[src/rtl/id_ex_pipe_reg.sv]
// id_ex_pipe_reg
//   ID/EX pipeline register. Captures the decoded instruction fields and the
//   register-file operands each cycle, applies the hazard controls
//   (hold > flush > stall > load) and keeps a saturating count of bubbles
//   inserted since reset. All outputs come straight from flops; no input
//   reaches an output combinationally.
//
// Ports
//   i_clk, i_rst_n          clock (rising edge), async active-low reset
//   i_hold                  freeze every register, counter included
//   i_flush                 replace the entering instruction with a bubble
//   i_stall                 load-use stall: insert a bubble (not a hold)
//   i_valid, i_pc ... i_mem_wr   decoded instruction from ID
//   o_valid, o_pc ... o_mem_wr   registered copies presented to EX and to
//                                the forwarding unit
//   o_bubble_cnt            bubbles inserted by flush/stall, saturating
module id_ex_pipe_reg #(
  parameter int XLEN  = 32,
  parameter int RA_W  = 5,
  parameter int CNT_W = 16
) (
  input  logic            i_clk,
  input  logic            i_rst_n,
  input  logic            i_hold,
  input  logic            i_flush,
  input  logic            i_stall,
  input  logic            i_valid,
  input  logic [XLEN-1:0] i_pc,
  input  logic [RA_W-1:0] i_rs1_addr,
  input  logic [RA_W-1:0] i_rs2_addr,
  input  logic [RA_W-1:0] i_rd_addr,
  input  logic [6:0]      i_opcode,
  input  logic [2:0]      i_funct3,
  input  logic [6:0]      i_funct7,
  input  logic [XLEN-1:0] i_imm,
  input  logic [XLEN-1:0] i_rs1_data,
  input  logic [XLEN-1:0] i_rs2_data,
  input  logic            i_reg_wr,
  input  logic            i_mem_rd,
  input  logic            i_mem_wr,
  output logic            o_valid,
  output logic [XLEN-1:0] o_pc,
  output logic [XLEN-1:0] o_imm,
  output logic [XLEN-1:0] o_rs1_data,
  output logic [XLEN-1:0] o_rs2_data,
  output logic [RA_W-1:0] o_rs1_addr,
  output logic [RA_W-1:0] o_rs2_addr,
  output logic [RA_W-1:0] o_rd_addr,
  output logic [6:0]      o_opcode,
  output logic [2:0]      o_funct3,
  output logic [6:0]      o_funct7,
  output logic            o_reg_wr,
  output logic            o_mem_rd,
  output logic            o_mem_wr,
  output logic [CNT_W-1:0] o_bubble_cnt
);

  // Stage payload. An all-zero value is a bubble: zero controls, zero
  // opcode and zero register addresses (x0 never matches in the forwarding
  // compare).
  typedef struct packed {
    logic            valid;
    logic [XLEN-1:0] pc;
    logic [XLEN-1:0] imm;
    logic [XLEN-1:0] rs1_data;
    logic [XLEN-1:0] rs2_data;
    logic [RA_W-1:0] rs1_addr;
    logic [RA_W-1:0] rs2_addr;
    logic [RA_W-1:0] rd_addr;
    logic [6:0]      opcode;
    logic [2:0]      funct3;
    logic [6:0]      funct7;
    logic            reg_wr;
    logic            mem_rd;
    logic            mem_wr;
  } ex_t;

  localparam logic [CNT_W-1:0] CNT_ONE = {{(CNT_W-1){1'b0}}, 1'b1};
  localparam logic [CNT_W-1:0] CNT_MAX = {CNT_W{1'b1}};

  ex_t             ex_q, ex_d, ex_in;
  logic [CNT_W-1:0] cnt_q, cnt_d;
  logic            bubble_ins;

  // Incoming instruction as it would be captured on a plain load.
  always_comb begin
    ex_in          = '0;
    ex_in.valid    = 1'b1;
    ex_in.pc       = i_pc;
    ex_in.imm      = i_imm;
    ex_in.rs1_data = i_rs1_data;
    ex_in.rs2_data = i_rs2_data;
    ex_in.rs1_addr = i_rs1_addr;
    ex_in.rs2_addr = i_rs2_addr;
    ex_in.rd_addr  = i_rd_addr;
    ex_in.opcode   = i_opcode;
    ex_in.funct3   = i_funct3;
    ex_in.funct7   = i_funct7;
    // x0 is never written, so it must never be offered for forwarding.
    ex_in.reg_wr   = i_reg_wr && (i_rd_addr != '0);
    ex_in.mem_rd   = i_mem_rd;
    ex_in.mem_wr   = i_mem_wr;
  end

  // Only flush/stall count as inserted bubbles; an idle decode slot
  // (i_valid=0) also loads a bubble but is not counted.
  assign bubble_ins = !i_hold && (i_flush || i_stall);

  always_comb begin
    ex_d  = ex_q;
    cnt_d = cnt_q;
    if (!i_hold) begin
      if (i_flush || i_stall) ex_d = '0;
      else if (!i_valid)      ex_d = '0;
      else                    ex_d = ex_in;
    end
    if (bubble_ins && (cnt_q != CNT_MAX)) cnt_d = cnt_q + CNT_ONE;
  end

  always_ff @(posedge i_clk or negedge i_rst_n) begin
    if (!i_rst_n) begin
      ex_q  <= '0;
      cnt_q <= '0;
    end else begin
      ex_q  <= ex_d;
      cnt_q <= cnt_d;
    end
  end

  assign o_valid      = ex_q.valid;
  assign o_pc         = ex_q.pc;
  assign o_imm        = ex_q.imm;
  assign o_rs1_data   = ex_q.rs1_data;
  assign o_rs2_data   = ex_q.rs2_data;
  assign o_rs1_addr   = ex_q.rs1_addr;
  assign o_rs2_addr   = ex_q.rs2_addr;
  assign o_rd_addr    = ex_q.rd_addr;
  assign o_opcode     = ex_q.opcode;
  assign o_funct3     = ex_q.funct3;
  assign o_funct7     = ex_q.funct7;
  assign o_reg_wr     = ex_q.reg_wr;
  assign o_mem_rd     = ex_q.mem_rd;
  assign o_mem_wr     = ex_q.mem_wr;
  assign o_bubble_cnt = cnt_q;

endmodule

[config.mk]
export PLATFORM = sky130hd
export DESIGN_NAME = id_ex_pipe_reg
export DESIGN_NICKNAME = d
export VERILOG_FILES = /design/src/rtl/id_ex_pipe_reg.sv
export SDC_FILE = /design/constraint.sdc
export NUM_CORES = 1
export LEC_CHECK = 0
export BUFFER_PORTS_ARGS = -buffer_cell sky130_fd_sc_hd__buf_2
export CORE_AREA = 2 2 136 138
export DETAILED_ROUTE_END_ITERATION = 8
export DIE_AREA = 0 0 138 140
export PLACE_DENSITY = 0.75
export SLEW_MARGIN = 0
export SYNTH_ARGS = -nofsm -noshare
export SYNTH_HDL_FRONTEND = slang
export SYNTH_SLANG_ARGS = --single-unit
[constraint.sdc]
create_clock -name i_clk -period 2 [get_ports i_clk]
set_input_delay 0.2 -clock i_clk [delete_from_list [all_inputs] [get_ports i_clk]]
set_output_delay 0.2 -clock i_clk [all_outputs]
set_load 0.05 [all_outputs]
After elaboration in Yosys (flattened, before gate mapping)
Cells that the tools add are included.
W data, S select, Z words.
{"block": "totals", "ff_bits": 180}
{"block": "op_classes", "add_sub_neg": 1, "eq_ne": 1, "muxes": 2, "n_reduce_logical": 6}
{"cell": "$mux W164", "count": 2}
{"cell": "$add A16 B1 Y16 const B", "count": 1}
{"cell": "$ne A16 B16 Y1 const B", "count": 1}
{"cell": "$reduce_bool A5 Y1", "count": 1}
{"cell": "$logic_and A1 B1 Y1", "count": 3}
{"cell": "$logic_not A1 Y1", "count": 1}
{"cell": "$logic_or A1 B1 Y1", "count": 1}

Logic depth before layout (Yosys ltp)
{"block": "depth", "word_depth": 4, "mapped_depth": 6}

Least setup slack after synthesis
Ideal clock, no wire load.
{"block": "synth_timing", "kind": "register to register", "startpoint": "register cnt_q[0], in the netlist o_bubble_cnt[0]", "endpoint": "register cnt_q[1], in the netlist o_bubble_cnt[1]", "setup_time_ns": 0.125, "arrival_time_ns": 1.850, "path_slack_ns": 0.026, "stages_incl_launch_ff": 6, "path_buffers": 0, "path_cell_list": "dfrtp_1 ha_1 nand3_1 nor4_4 nor2_1 mux2_2"}
{"block": "synth_between", "elab_chain_cells": 2}
{"element": "from (decl)", "line": "82", "source": "logic [CNT_W-1:0] cnt_q, cnt_d;"}
{"element": "from (signal assigned)", "line": "126", "source": "cnt_q <= cnt_d;"}
{"element": "branches (longest 2 deep; another with $add A16 B1 Y16)"}
Parallel ways; which one is timed is not known.
A chain may end at the register's enable or synchronous reset.

Worst setup path after layout
Ends and elaborated chain as after synthesis.

==> Flow_metrics.wiki <==
{| class="wikitable"
! Metric !! Value
|-
| Final hold violation count || 0
|-
| Root buf cell || clkbuf_16
|-
| Unrepaired setup endpoints after global routing || false
|-
| Most Crowded Layer GR || met2
|-
| Max-slew violation count || 0
|-
| Met2 Resource Use GR || 0.363
|-
| Max VDD drop || 0.754 mV
|-
| Class of the most critical hold timing path || in -> reg
|-
| Vias per cell || just over 5
|-
| Startpoint type of the worst setup path || flip-flop
|-
| Count of flip-flops with a built-in enable after synthesis || 0
|-
| Core box area || 0.0178 mm²
|-
| Total negative setup slack || 0 ns
|-
| Critical path capture point type || flip-flop
|-
| DRC Markers || 0
|-
| First DRT Iteration DRCs || approximately 250
|-
| Die height || between 100 and 150 µm
|-
| Worst-case setup margin in the final layout || roughly 0.26 ns
|-
| Number of instances resized during post-cts repair || 0
|-
| Dominant synthesized flop cell || dfrtp_1
|-
| YS warnings || 0
|-
| Required time at the endpoint of the critical path || 2.30 ns
|-
| Total half-perimeter wirelength after legalization and detailed placement || about 13000 µm
|-
| Initial antenna violation count || 0
|-
| Critical path peak fanout || 5
|-
| Number of endpoints failing setup at the final stage || 0
|-
| Largest net degree at the start of global routing || 165
|-
| Synthesized flop and latch total || 180
|-
| Via Count || roughly 6000
|-
| CTS buffer count || 17
|-
| Number of H-tree levels || 4
|-
| Clock-pin slew reported for the worst setup and hold paths after clock tree synthesis || 0.07 ns
|-
| Run status || completed
|-
| Wire length of the first global-routing pass || 33100 µm
|-
| Library cells used by synthesis || 32
|-
| Minimum clock period after layout || 1.74 ns
|-
| Clock latency on the worst-skew pair || 0.42 ns
|-
| Number of sinks on the clock net || 180
|-
| Post-synthesis net count || slightly above 600
|-
| Width of the die || roughly 140 µm
|-
| Final antenna diode count || 0
|-
| Data arrival time of the critical path || between 2 and 2.5 ns
|-
| Count of maximum capacitance violations || 0
|-
| Number of cells in the finished layout apart from fillers || 1180
|-
| Syn Inst Count || 450
|-
| Average routed wire per standard cell || between 15 and 20 µm
|-
| Leakage Power || 5.81 nW
|-
| Overflow after GRT || 0
|-
| Global routing met1 resource utilization || 0.255
|-
| Pre-antenna DRT Iters || 6
|-
| Worst hold slack across all endpoints || between 0.015 and 0.02 ns
|-
| Final period util || 0.871
|-
| Remaining max-slew budget at the tightest pin || 0.426
|-
| Max Clk Rate || roughly 570 MHz
|-
| Net total in the final layout || ~1100
|-
| IO Count || roughly 350
|-
| Total length of routed wires || 20700 µm
|-
| Most frequent standard cell in the layout excluding fill and tap cells || buf_2
|-
| Number of port buffers || between 300 and 400
|-
| Commonest cells after routing, fill and taps aside || buf_2, dfrtp_1, a22o_1
|-
| Effective utilization at floorplan || 0.370
|-
| Placed cell count || ~1000
|-
| TritonCTS clock tree || yes
|-
| Count of standard-cell rows || 49
|-
| Fraction of registers with async set/reset || 1.00
|-
| Number of global-route vias before repair || between 6000 and 7000
|-
| Number of nets with antenna violations after routing || 0
|-
| Mean post-synth cell area || 14.6 µm²
|-
| Synth Cell Area || approximately 0.0066 mm²
|-
| Final RePlAce weighted congestion || about 0.84
|-
| Maximum clock insertion buffer count || 2
|-
| GR Layer Usage met3 || 0.0530
|-
| Area of the die || slightly below 0.02 mm²
|-
| Type of the worst setup path || reg -> reg
|-
| Cell area power density || between 800 and 900 mW/mm²
|-
| Ratio of cells with drive above 1 in the final layout || 0.424
|-
| Final core occ || 0.600
|-
| Area added between synthesis and finish || 62.4%
|-
| Final-layout fill cell count || between 1000 and 1500
|-
| Part of the Yosys area used for sequential elements || 0.685
|-
| Transition time of the tightest slew-check pin || around 0.86 ns
|-
| Total GRT Usage || 0.213
|-
| Fin Clk Skew || around 0.0084 ns
|-
| Post-placement setup slack || around 0.27 ns
|}
per-stage QoR:
stage               instance area, µm²  power (mW)
CTS                              10700        9.45
floorplan                         6570        5.28
global placement                  8670        5.91
finish                           10700        9.39
global route                     10700        9.80
detailed placement                8670        5.94
layer usage:
metal | share of wire | vias to the layer above | wire, µm
li1 | - | 2713 | -
met1 | 0.39 | 2958 | 8170
met2 | 0.51 | 278 | 10500
met3 | 0.062 | 61 | 1290
met4 | 0.038 | 0 | 792
met5 | 0 | - | 0
path summary, 6_finish.rpt:
check	startpoint	endpoint	slack (ns)	cells past startpoint
max	o_bubble_cnt[0]	o_bubble_cnt[1]	0.26	5
min	i_rs1_data[22]	o_rs1_data[22]	0.02	2
max reg2reg	o_bubble_cnt[0]	o_bubble_cnt[1]	0.26	5
min reg2reg	o_valid	o_valid	0.50	1
max in group asynchronous	i_rst_n	o_pc[19]	1.05	3
min in group asynchronous	i_rst_n	o_rs1_data[5]	0.30	2
power by group:
part / internal (mW) / total (mW) / leakage (nW) / switching, mW
Sequential: 3.86 / 4.09 / 2.45 / 0.237
Combinational: 0.673 / 2.01 / 3.08 / 1.33
Clock: 1.73 / 3.29 / 0.286 / 1.56
Total: 6.26 / 9.39 / 5.81 / 3.13
critical path, cell delays in order, from the launching register on:
cell,delay [ns]
dfrtp_1,0.41
ha_1,0.27
nand3_1,0.16
nor4_4,0.39
nor2_1,0.12
mux2_2,0.28
cell families after synthesis:
| kind of cell | synth area share |
|---|---|
| simple gates | 0.0375 |
| fa+ha+maj | 0.00190 |
| buf+inv | 0.0272 |
| xor+xnor | 0.0147 |
| compound gates | 0.232 |
| flops | 0.685 |
| mux | 0.00171 |
synthesized netlist by cell type (2+ instances only):
cell,n,share of area
a21oi_1,4,0.0030
a22o_1,162,0.22
and3_1,2,0.0019
buf_2,17,0.013
clkbuf_1,20,0.011
dfrtp_1,180,0.69
inv_1,5,0.0029
nand2_1,5,0.0029
nand3_1,6,0.0046
nand4_1,6,0.0057
nor2_1,6,0.0034
nor3_1,8,0.0061
xnor2_1,3,0.0040
xor2_1,8,0.011
state kept, by name, summed over array words and instances, names as in the netlist:
name,cells
o_imm,32
o_pc,32
o_rs1_data,32
o_rs2_data,32
o_bubble_cnt,16
o_funct7,7
o_opcode,7
o_rd_addr,5
o_rs1_addr,5
o_rs2_addr,5
o_funct3,3
o_mem_rd,1
o_mem_wr,1
o_reg_wr,1
o_valid,1
what timing repair did:
item	4_1_cts	5_1_grt
hold endpoints to repair	186	1
hold buffers	141	1
setup buffers	0	0
cell type report:
type | instances | area [µm²] | area share
tap | 229 | 287 | 0.0268
clock buffer | 19 | 453 | 0.0424
sequential | 180 | 4500 | 0.422
clock inverter | 13 | 125 | 0.0117
multi-input combinational | 228 | 1890 | 0.177
timing repair buffer | 506 | 3390 | 0.318
inverter | 5 | 18.8 | 0.00176
Note: power is estimated with default switching activity, not from simulation.
